`src/rtl/led_matrix_scan_driver.sv`:
```
// led_matrix_scan_driver
//   Double-buffered row-scan driver for a ROWS x COLS multi-plane LED matrix,
//   plus a DIGITS-wide multiplexed 7-segment BCD display.
//   Game logic writes rows into the back buffer and requests a swap. Swaps are
//   committed only on the row-wrap edge, so a frame is never torn.
//
// Ports
//   CLK          system clock
//   reset        asynchronous, active-low reset
//   wr_en        write strobe into the back buffer
//   wr_row       row to write (ignored when >= ROWS)
//   wr_plane     colour plane to write (ignored when >= PLANES)
//   wr_data      pixel bits, 1 = lit, bit c = column c
//   swap_req     level request to exchange back/front at the next frame start
//   swap_ack     one-cycle pulse on the edge the swap takes effect
//   frame_start  one-cycle pulse when row_sel wraps to 0
//   row_sel      row currently driven
//   col_n        active-low columns, bit p*COLS+c = plane p, column c
//   bcd_in       score digits, nibble d = digit d (digit 0 = ones)
//   seg_n        active-low segments {a,b,c,d,e,f,g}
//   com_n        active-low one-hot digit enables
module led_matrix_scan_driver #(
   parameter int unsigned ROWS      = 8,
   parameter int unsigned COLS      = 8,
   parameter int unsigned PLANES    = 3,
   parameter int unsigned ROW_W     = 3,
   parameter int unsigned SCAN_DIV  = 25000,
   parameter int unsigned BLANK_CYC = 1,
   parameter int unsigned DIGITS    = 4,
   parameter int unsigned DIG_DIV   = 50000,
   parameter int unsigned LZS       = 1
) (
   input  logic                     CLK,
   input  logic                     reset,
   input  logic                     wr_en,
   input  logic [ROW_W-1:0]         wr_row,
   input  logic [1:0]               wr_plane,
   input  logic [COLS-1:0]          wr_data,
   input  logic                     swap_req,
   output logic                     swap_ack,
   output logic                     frame_start,
   output logic [ROW_W-1:0]         row_sel,
   output logic [PLANES*COLS-1:0]   col_n,
   input  logic [4*DIGITS-1:0]      bcd_in,
   output logic [6:0]               seg_n,
   output logic [DIGITS-1:0]        com_n
);

   localparam int unsigned RW  = PLANES * COLS;
   localparam int unsigned DW  = (SCAN_DIV > 1) ? $clog2(SCAN_DIV) : 1;
   localparam int unsigned RIW = (ROWS > 1)     ? $clog2(ROWS)     : 1;
   localparam int unsigned PIW = (PLANES > 1)   ? $clog2(PLANES)   : 1;
   localparam int unsigned DDW = (DIG_DIV > 1)  ? $clog2(DIG_DIV)  : 1;
   localparam int unsigned DGW = (DIGITS > 1)   ? $clog2(DIGITS)   : 1;

   localparam logic [DW-1:0]    DWELL_LAST = DW'(SCAN_DIV - 1);
   localparam logic [DW:0]      BLANK_L    = (DW+1)'(BLANK_CYC);
   localparam logic [ROW_W-1:0] ROW_LAST   = ROW_W'(ROWS - 1);
   localparam logic [ROW_W:0]   ROWS_L     = (ROW_W+1)'(ROWS);
   localparam logic [2:0]       PLANES_L   = 3'(PLANES);
   localparam logic [DDW-1:0]   DIV_LAST   = DDW'(DIG_DIV - 1);
   localparam logic [DGW-1:0]   DIG_LAST   = DGW'(DIGITS - 1);

   // ------------------------------------------------------------------
   // Frame buffers: one word per row holding all planes, laid out exactly
   // as col_n expects (plane p at bits p*COLS +: COLS).
   // ------------------------------------------------------------------
   logic [RW-1:0]    fb [2][ROWS];
   logic             front;
   logic [DW-1:0]    dwell;

   logic             row_end, wrap, do_swap, wr_ok, nxt_front;
   logic [DW-1:0]    nxt_dwell;
   logic [ROW_W-1:0] nxt_row;
   logic [RIW-1:0]   wr_row_i, nxt_row_i;
   logic [PIW-1:0]   wr_plane_i;
   int unsigned      wr_base;
   logic [RW-1:0]    nxt_row_data;

   always_comb begin
      row_end    = (dwell == DWELL_LAST);
      wrap       = row_end && (row_sel == ROW_LAST);
      do_swap    = wrap && swap_req;
      nxt_front  = front ^ do_swap;
      nxt_dwell  = row_end ? '0 : dwell + 1'b1;
      nxt_row    = row_sel;
      if (row_end)
         nxt_row = (row_sel == ROW_LAST) ? '0 : row_sel + 1'b1;
      wr_ok      = wr_en && ({1'b0, wr_row} < ROWS_L) && ({1'b0, wr_plane} < PLANES_L);
      wr_row_i   = wr_row[RIW-1:0];
      wr_plane_i = wr_plane[PIW-1:0];
      wr_base    = 32'(wr_plane_i) * COLS;
      nxt_row_i  = nxt_row[RIW-1:0];
   end

   // Row shown after this edge. A write landing in the old back buffer on the
   // swap edge is forwarded so it is visible at once, even with no blanking.
   always_comb begin
      nxt_row_data = fb[nxt_front][nxt_row_i];
      if (wr_ok && (nxt_front != front) && (wr_row_i == nxt_row_i))
         nxt_row_data[wr_base +: COLS] = wr_data;
   end

   always_ff @(posedge CLK or negedge reset) begin
      if (!reset) begin
         dwell       <= '0;
         row_sel     <= '0;
         front       <= 1'b0;
         frame_start <= 1'b0;
         swap_ack    <= 1'b0;
         col_n       <= '1;
         for (int unsigned r = 0; r < ROWS; r++) begin
            fb[0][r] <= '0;
            fb[1][r] <= '0;
         end
      end else begin
         dwell       <= nxt_dwell;
         row_sel     <= nxt_row;
         front       <= nxt_front;
         frame_start <= wrap;
         swap_ack    <= do_swap;
         col_n       <= ({1'b0, nxt_dwell} < BLANK_L) ? '1 : ~nxt_row_data;
         // Write targets the pre-swap back buffer.
         if (wr_ok)
            fb[~front][wr_row_i][wr_base +: COLS] <= wr_data;
      end
   end

   // ------------------------------------------------------------------
   // 7-segment multiplexer
   // ------------------------------------------------------------------
   function automatic logic [6:0] seg_decode(input logic [3:0] nib);
      logic [6:0] s;
      case (nib)
         4'd0:    s = 7'b0000001;
         4'd1:    s = 7'b1001111;
         4'd2:    s = 7'b0010010;
         4'd3:    s = 7'b0000110;
         4'd4:    s = 7'b1001100;
         4'd5:    s = 7'b0100100;
         4'd6:    s = 7'b0100000;
         4'd7:    s = 7'b0001111;
         4'd8:    s = 7'b0000000;
         4'd9:    s = 7'b0000100;
         default: s = 7'b1111111;
      endcase
      return s;
   endfunction

   logic [DDW-1:0] div_cnt;
   logic [DGW-1:0] dig, nxt_dig;
   logic           dig_step, nxt_lz, nxt_blank;
   int unsigned    nd;
   logic [3:0]     nxt_nib;
   logic [6:0]     nxt_seg;

   always_comb begin
      dig_step = (div_cnt == DIV_LAST);
      nxt_dig  = (dig == DIG_LAST) ? '0 : dig + 1'b1;
      nd       = 32'(nxt_dig);
      nxt_nib  = bcd_in[4*nd +: 4];
      // Leading zero: this digit and every more significant one are zero.
      nxt_lz   = 1'b1;
      for (int unsigned k = 0; k < DIGITS; k++)
         if ((k >= nd) && (bcd_in[4*k +: 4] != 4'd0))
            nxt_lz = 1'b0;
      nxt_blank = (LZS != 0) && (nxt_dig != '0) && nxt_lz;
      nxt_seg   = nxt_blank ? 7'b1111111 : seg_decode(nxt_nib);
   end

   always_ff @(posedge CLK or negedge reset) begin
      if (!reset) begin
         div_cnt <= '0;
         dig     <= '0;
         seg_n   <= 7'b1111111;
         com_n   <= ~DIGITS'(1);
      end else if (dig_step) begin
         div_cnt <= '0;
         dig     <= nxt_dig;
         seg_n   <= nxt_seg;
         com_n   <= ~(DIGITS'(1) << nxt_dig);
      end else begin
         div_cnt <= div_cnt + 1'b1;
      end
   end

endmodule

```
`config.mk`:
```
export PLATFORM = sky130hd
export DESIGN_NAME = led_matrix_scan_driver
export DESIGN_NICKNAME = d
export VERILOG_FILES = /design/src/rtl/led_matrix_scan_driver.sv
export SDC_FILE = /design/constraint.sdc
export NUM_CORES = 1
export LEC_CHECK = 0
export CORE_ASPECT_RATIO = 1.5
export CORE_UTILIZATION = 65
export CTS_CLUSTER_DIAMETER = 40
export DETAILED_ROUTE_END_ITERATION = 8
export GPL_TIMING_DRIVEN = 1
export PLACE_DENSITY = 0.85
export SYNTH_ARGS = -nofsm -noshare
export SYNTH_HDL_FRONTEND = slang
export SYNTH_SLANG_ARGS = --single-unit
```
`constraint.sdc`:
```
create_clock -name CLK -period 9 [get_ports CLK]
set_input_delay 1.35 -clock CLK [delete_from_list [all_inputs] [get_ports CLK]]
set_output_delay 1.35 -clock CLK [all_outputs]
set_load 0.05 [all_outputs]
```
## After elaboration in Yosys (flattened, before gate mapping)

Memories as Yosys holds them, arrays and structs flattened.
Cells that the tools add are included.

| word-level totals | value |
|---|---|
| bits in read-only memories | 112 |
| output and inout bits | 40 |
| logic and storage cells | 101 |
| memories kept | 1 |
| input port bits | 33 |
| register bits | 458 |

Memory list:

| name | depth | width | rd ports | clocked after memory_dff | wr ports | RTL line | text |
|---|---|---|---|---|---|---|---|
| (no name shown) | 16 | 7 | 1 | 0 | 0 | 134 | `case (nib)` |

| cells by class | value |
|---|---|
| muxes and demuxes | 24 |
| shifts and indexed selects | 4 |
| equal/unequal tests | 6 |
| bitwise operators | 8 |
| add/subtract/negate cells | 5 |
| order comparisons | 11 |
| reductions and logical operators | 16 |

Operators by type and width:

| cell | number |
|---|---|
| 2-to-1 mux 192 bit | 4 |
| bitwise mux 384 bit | 1 |
| demux 192 bit (select 1 bit) | 1 |
| 2-to-1 mux 24 bit | 5 |
| binary-select mux 24 bit (select 3 bit) | 1 |
| demux 24 bit (select 3 bit) | 1 |
| negation 5 -> 34 bit | 1 |
| variable shift 8 x 34 -> 24 bit, first input constant | 1 |
| indexed part select 8 x 34 -> 24 bit | 1 |
| bitwise mux 24 bit | 1 |
| inverter 24 bit | 1 |
| adder 16 x 1 -> 16 bit, second input constant | 1 |
| equality test 16 bit, second input constant | 1 |
| 2-to-1 mux 16 bit | 1 |
| nonzero test 4 bit | 4 |
| indexed part select 16 x 5 -> 4 bit | 1 |
| adder 15 x 1 -> 15 bit, second input constant | 1 |
| equality test 15 bit, second input constant | 1 |
| less-than comparator 15 x 1 -> 1 bit, second input constant | 1 |
| 2-to-1 mux 15 bit | 1 |
| logical AND 1 bit | 11 |
| greater-or-equal comparator 4 bit, second input constant | 2 |
| inverter 3 -> 4 bit | 2 |
| 2-to-1 mux 7 bit | 1 |
| 21 further kinds | 28 |

## Logic depth before layout (Yosys ltp)

| depth | value |
|---|---|
| word-level depth | 15 |
| gate-level depth with buffers | 13 |
| depth with buffers taken out | 10 |

## Worst setup path after synthesis

OpenSTA, ideal clock, no wires.

| timing path | value |
|---|---|
| kind | input-to-reg |
| from | in wr_plane[0] |
| to | reg fb[125] (netlist name) |
| path slack | 5995 ps |
| data arrival time | 2923 ps |
| buffers on the path | 2 |
| stages on the path | 7 |
| required time | 8917 ps |
| library setup time | 83 ps |
| cell sequence | inv_1 ha_1 nor3b_1 clkbuf_1 nand2_1 clkbuf_1 o21ai_0 |

| between the ends | value |
|---|---|
| cells in the longest elaborated chain, start to end | 7 |
| elaborated cells on any way between the ends | 10 |
| those cells by class | add/sub (1); order compare (1); shift (2); mux (5); reduce/logical (1) |

Ends and longest elaborated chain:

| what | RTL line | text |
|---|---|---|
| start, declared | 37 | `input logic [1:0] wr_plane,` |
| negation 5 -> 34 bit | 125 | `fb[~front][wr_row_i][wr_base +: COLS] <= wr_data;` |
| variable shift 8 x 34 -> 24 bit | 125 |  |
| 2-to-1 mux 24 bit (not written as such) | 125 |  |
| demux 24 bit (select 3 bit) | 125 |  |
| 2-to-1 mux 192 bit (not written as such) | 125 |  |
| demux 192 bit (select 1 bit) | 125 |  |
| bitwise mux 384 bit | 125 |  |
| end signal, assigned by index | 125 |  |
| end, declared | 68 | `logic [RW-1:0] fb [2][ROWS];` |

Parallel ways exist; a longest one is shown, timed or not.
A chain may end at the register's enable or synchronous reset.

## Final worst setup path

| timing path | value |
|---|---|
| from | reg dwell[3] |
| to | reg col_n[22] |

| between the ends | value |
|---|---|
| cells in the longest elaborated chain, start to end | 15 |
| elaborated cells on any way between the ends | 24 |
| those cells by class | add/sub (1); order compare (1); eq/ne (3); mux (11); bitwise (4); reduce/logical (4) |

Ends and longest elaborated chain:

| what | RTL line | text |
|---|---|---|
| start, declared | 70 | `logic [DW-1:0] dwell;` |
| start signal, assigned | 117 | `dwell <= nxt_dwell;` |
| equality test 15 bit | 81 | `row_end = (dwell == DWELL_LAST);` |
| logical AND 1 bit | 82 | `wrap = row_end && (row_sel == ROW_LAST);` |
| logical AND 1 bit | 83 | `do_swap = wrap && swap_req;` |
| XOR 1 bit | 84 | `nxt_front = front ^ do_swap;` |
| inverter 1 -> 2 bit (not written as such) | 99 | `nxt_row_data = fb[nxt_front][nxt_row_i];` |
| 2-to-1 mux 192 bit (not written as such) (3 in a row) | 99 |  |
| binary-select mux 24 bit (select 3 bit) | 99 |  |
| 2-to-1 mux 24 bit (not written as such) (2 in a row) | 99 |  |
| bitwise mux 24 bit | 101 | `nxt_row_data[wr_base +: COLS] = wr_data;` |
| 2-to-1 mux 24 bit | 100 | `if (wr_ok && (nxt_front != front) && (wr_row_i == nxt_row_i))` |
| inverter 24 bit | 122 | `col_n <= ({1'b0, nxt_dwell} < BLANK_L) ? '1 : ~nxt_row_data;` |
| 2-to-1 mux 24 bit (*) | 122 |  |
| end signal, assigned | 122 |  |
| end, declared | 43 | `output logic [PLANES*COLS-1:0] col_n,` |

Mark *: on every way between the ends. The rest lies on a longest branch, timed or not. The select of a mux whose other input is x is not followed.

==> flow_metrics.py <==
metrics = {
    "status": {
        "run_status": "completed",
    },
    "timing": {
        "finalHoldViolations": 0,
        "tightest_slew_ns": 1.24,
        "slew_violations": 0,
        "final.setup.tns_ns": 0,
        "period_needed_ns": 4.79,
        "min_period_over_period_pct": 53.2,
        "setup_violations": 0,
        "clock_skew_ns": 0.0177,
        "slew_headroom_pct": 17.2,
        "max_freq_mhz": 209,
        "rsz0062_at_grt": "false",
    },
    "finish": {
        "mostFrequentLayoutCells": "nand2_1, dfrtp_1, o21ai_0",
        "drive_above_1_share_pct": 6.20,
        "regArea_um2": 11500,
        "final_cells": 3090,
        "area_delta_synth_final_pct": 8.35,
        "multi_input_comb_area_um2": 11200,
        "fin_nets": 2629,
        "final_common_cell": "nand2_1",
        "design_area_um2": 25900,
        "n_antenna_cell": 0,
        "fillers": 2656,
    },
    "floorplanning": {
        "die_h_um": 237,
        "fp.dieW_um": 159,
        "initial_core_util_pct": 66.3,
        "num_rows": 85,
        "core_area_um2": 36100,
        "pin_count": 73,
        "die-area_um2": 37500,
    },
    "clock_tree": {
        "path_clk_slew_ns": 0.07,
        "cts_sinks": 458,
        "cts-root-buf": "clkbuf_16",
        "post_cts_resized": 0,
        "clockBufferDepth": 3,
        "hold_buffers": 0,
        "cts_setup_buffers": 0,
        "cts_tree": "yes",
        "cts_buffers": 46,
        "htreeDepth": 2,
        "clk_latency_ns": 0.58,
    },
    "placed_design": {
        "dp_hpwl_um": 40000,
        "dp_cells": 3006,
        "placed_area_um2": 24400,
        "io_buffer_count": 72,
        "place.gp.congestion": 0.881,
    },
    "grt": {
        "antenna_found_initial": 1,
        "gr-total-overflow": 0,
        "grt_pass1_wl_um": 104000,
        "grt_pass1_vias": 19900,
        "grt_use_total_pct": 35.8,
        "grt_max_degree": 283,
    },
    "critical_path": {
        "cp-start-kind": "register",
        "path_delay_family": "simple AND/OR/NAND/NOR gates",
        "rrSetupSlack_ns": 4.21,
        "cp_common_cell": "buf_4",
        "crit_chain": "or4b_4 > or4_4 > buf_4 > mux2i_4 > buf_4 > buf_4 > nand2_1 > a32oi_1 > a31oi_1 > or3b_1",
        "critPathMaxFanout": 92,
        "crit_buf_inv": 3,
        "crit_type": "register to register",
        "arrival_ns": 5.29,
        "end_kind": "register",
        "crit_slowest_cell": "buf_4",
        "crit_path_max_incr_delay_ns": 0.81,
        "crit_required_ns": 9.50,
    },
    "routing": {
        "drcViolationCount": 0,
        "wl_per_cell_um": 20.9,
        "drtPass1Iterations": 6,
        "vias": 20100,
        "via_per_inst": 6.49,
        "ant_nets": 0,
        "first_iter_violations": 2066,
        "postRouteWirelength_um": 64500,
    },
    "run": {
        "drv_cap": 0,
    },
    "logic_synthesis": {
        "yosysWarnings": 0,
        "yosys_most_used_dff": "dfrtp_1",
        "syn_nets": 2719,
        "synth_seq_cells": 458,
        "syn_avg_cell_area_um2": 8.96,
        "yosys.area.top_type_share_pct": 44.4,
        "yosysTopAreaCell": "dfrtp_1",
        "ys_seq_area_share_pct": 48.2,
        "syn_area_um2": 23900,
        "async_flop_share_pct": 100,
        "synthDistinctLibCells": 60,
        "synth_cells": 2666,
        "synth_edf_count": 0,
        "synthTopCellsByArea": "dfrtp_1, nand2_1, o21ai_0, nand2b_1, mux2i_1",
    },
    "power": {
        "pwr_density_cell_nw_per_um2": 162,
        "power.leakage_nw": 10.8,
        "power.total_mw": 4.20,
        "vdd_drop_max_mv": 0.164,
    },
    "hold_path": {
        "hold_path.class": "register to register",
    },
}
cells by family (layout without fill, tap and decap cells):
family | Yosys count | after routing | share of synthesized area, %
adders and majority gates | 20 | 20 | 1.05
and+or+nand+nor | 1104 | 1104 | 22.5
xor gates and xnor gates | 27 | 27 | 0.990
AOI/OAI and AO/OA | 660 | 660 | 17.5
buffers and inverters | 294 | 240 | 5.20
muxes | 103 | 103 | 4.58
DFF | 458 | 458 | 48.2
path summary, 6_finish.rpt:
kind,start,end,depth (start not counted)
min in group asynchronous,reset,row_sel[0]$_DFF_PN0_,1
max in group asynchronous,reset,fb[250]$_DFFE_PN0P_,2
worst min register to register,div_cnt[0]$_DFF_PN0_,div_cnt[0]$_DFF_PN0_,1
worst max register to register,dwell[3]$_DFF_PN0_,col_n[22]$_DFF_PN1_,10
worst min-delay path,div_cnt[0]$_DFF_PN0_,div_cnt[0]$_DFF_PN0_,1
worst max-delay path,dwell[3]$_DFF_PN0_,col_n[22]$_DFF_PN1_,10
metrics by stage:
stage / hold slack, ns / worst slack, ns / utilization [%]
final: 0.459 / 4.21 / 71.8
after global routing: 0.481 / 4.05 / 71.8
after CTS: 0.459 / 4.30 / 71.8
after detailed placement: 0.451 / 4.32 / 67.8
after global placement: 0.444 / 4.37 / 67.8
after floorplan: 0.425 / 5.99 / -
power breakdown:
part           total, mW  switching (mW)  internal (mW)
sequential          2.14          0.0281           2.12
combinational      0.195           0.139         0.0558
clock               1.86           0.811           1.05
cells in the mapped netlist, types with 21 or more instances:
library cell  count
o211ai_1         46
clkbuf_1        185
a311oi_1         96
a41o_1           23
nand3_2          21
buf_2            30
nand2b_1        193
nand3_1         113
nand2_1         576
dfstp_2          34
a21o_1           24
a22oi_1          48
nor2_1           36
mux2i_1          98
o21ai_0         394
inv_1            63
dfrtp_1         424
and3_1          109
metal layers:
metal / track usage (%) / vias to the layer above / wire length, µm
met3: 6.09 / 247 / 5300
li1: - / 9075 / -
met5: 0 / - / 13
met4: 20.2 / 2 / 3620
met1: 44.2 / 9828 / 24200
met2: 59.1 / 911 / 31400
cell type report:
cell class | count | share of cell area, %
Clock buffer | 72 | 5.14
Clock inverter | 12 | 0.401
Inverter | 64 | 0.928
Multi-Input combinational cell | 1914 | 43.3
Sequential cell | 458 | 44.5
Tap cell | 478 | 2.31
Timing Repair Buffer | 92 | 3.48
flip-flops by register name (all words and copies together), names as in the netlist:
| signal | flops |
|---|---|
| col_n | 24 |
| com_n | 4 |
| dig | 2 |
| div_cnt | 16 |
| dwell | 15 |
| fb | 384 |
| frame_start | 1 |
| front | 1 |
| row_sel | 3 |
| seg_n | 7 |
| swap_ack | 1 |
No activity file was read; power rests on OpenSTA's default activity.
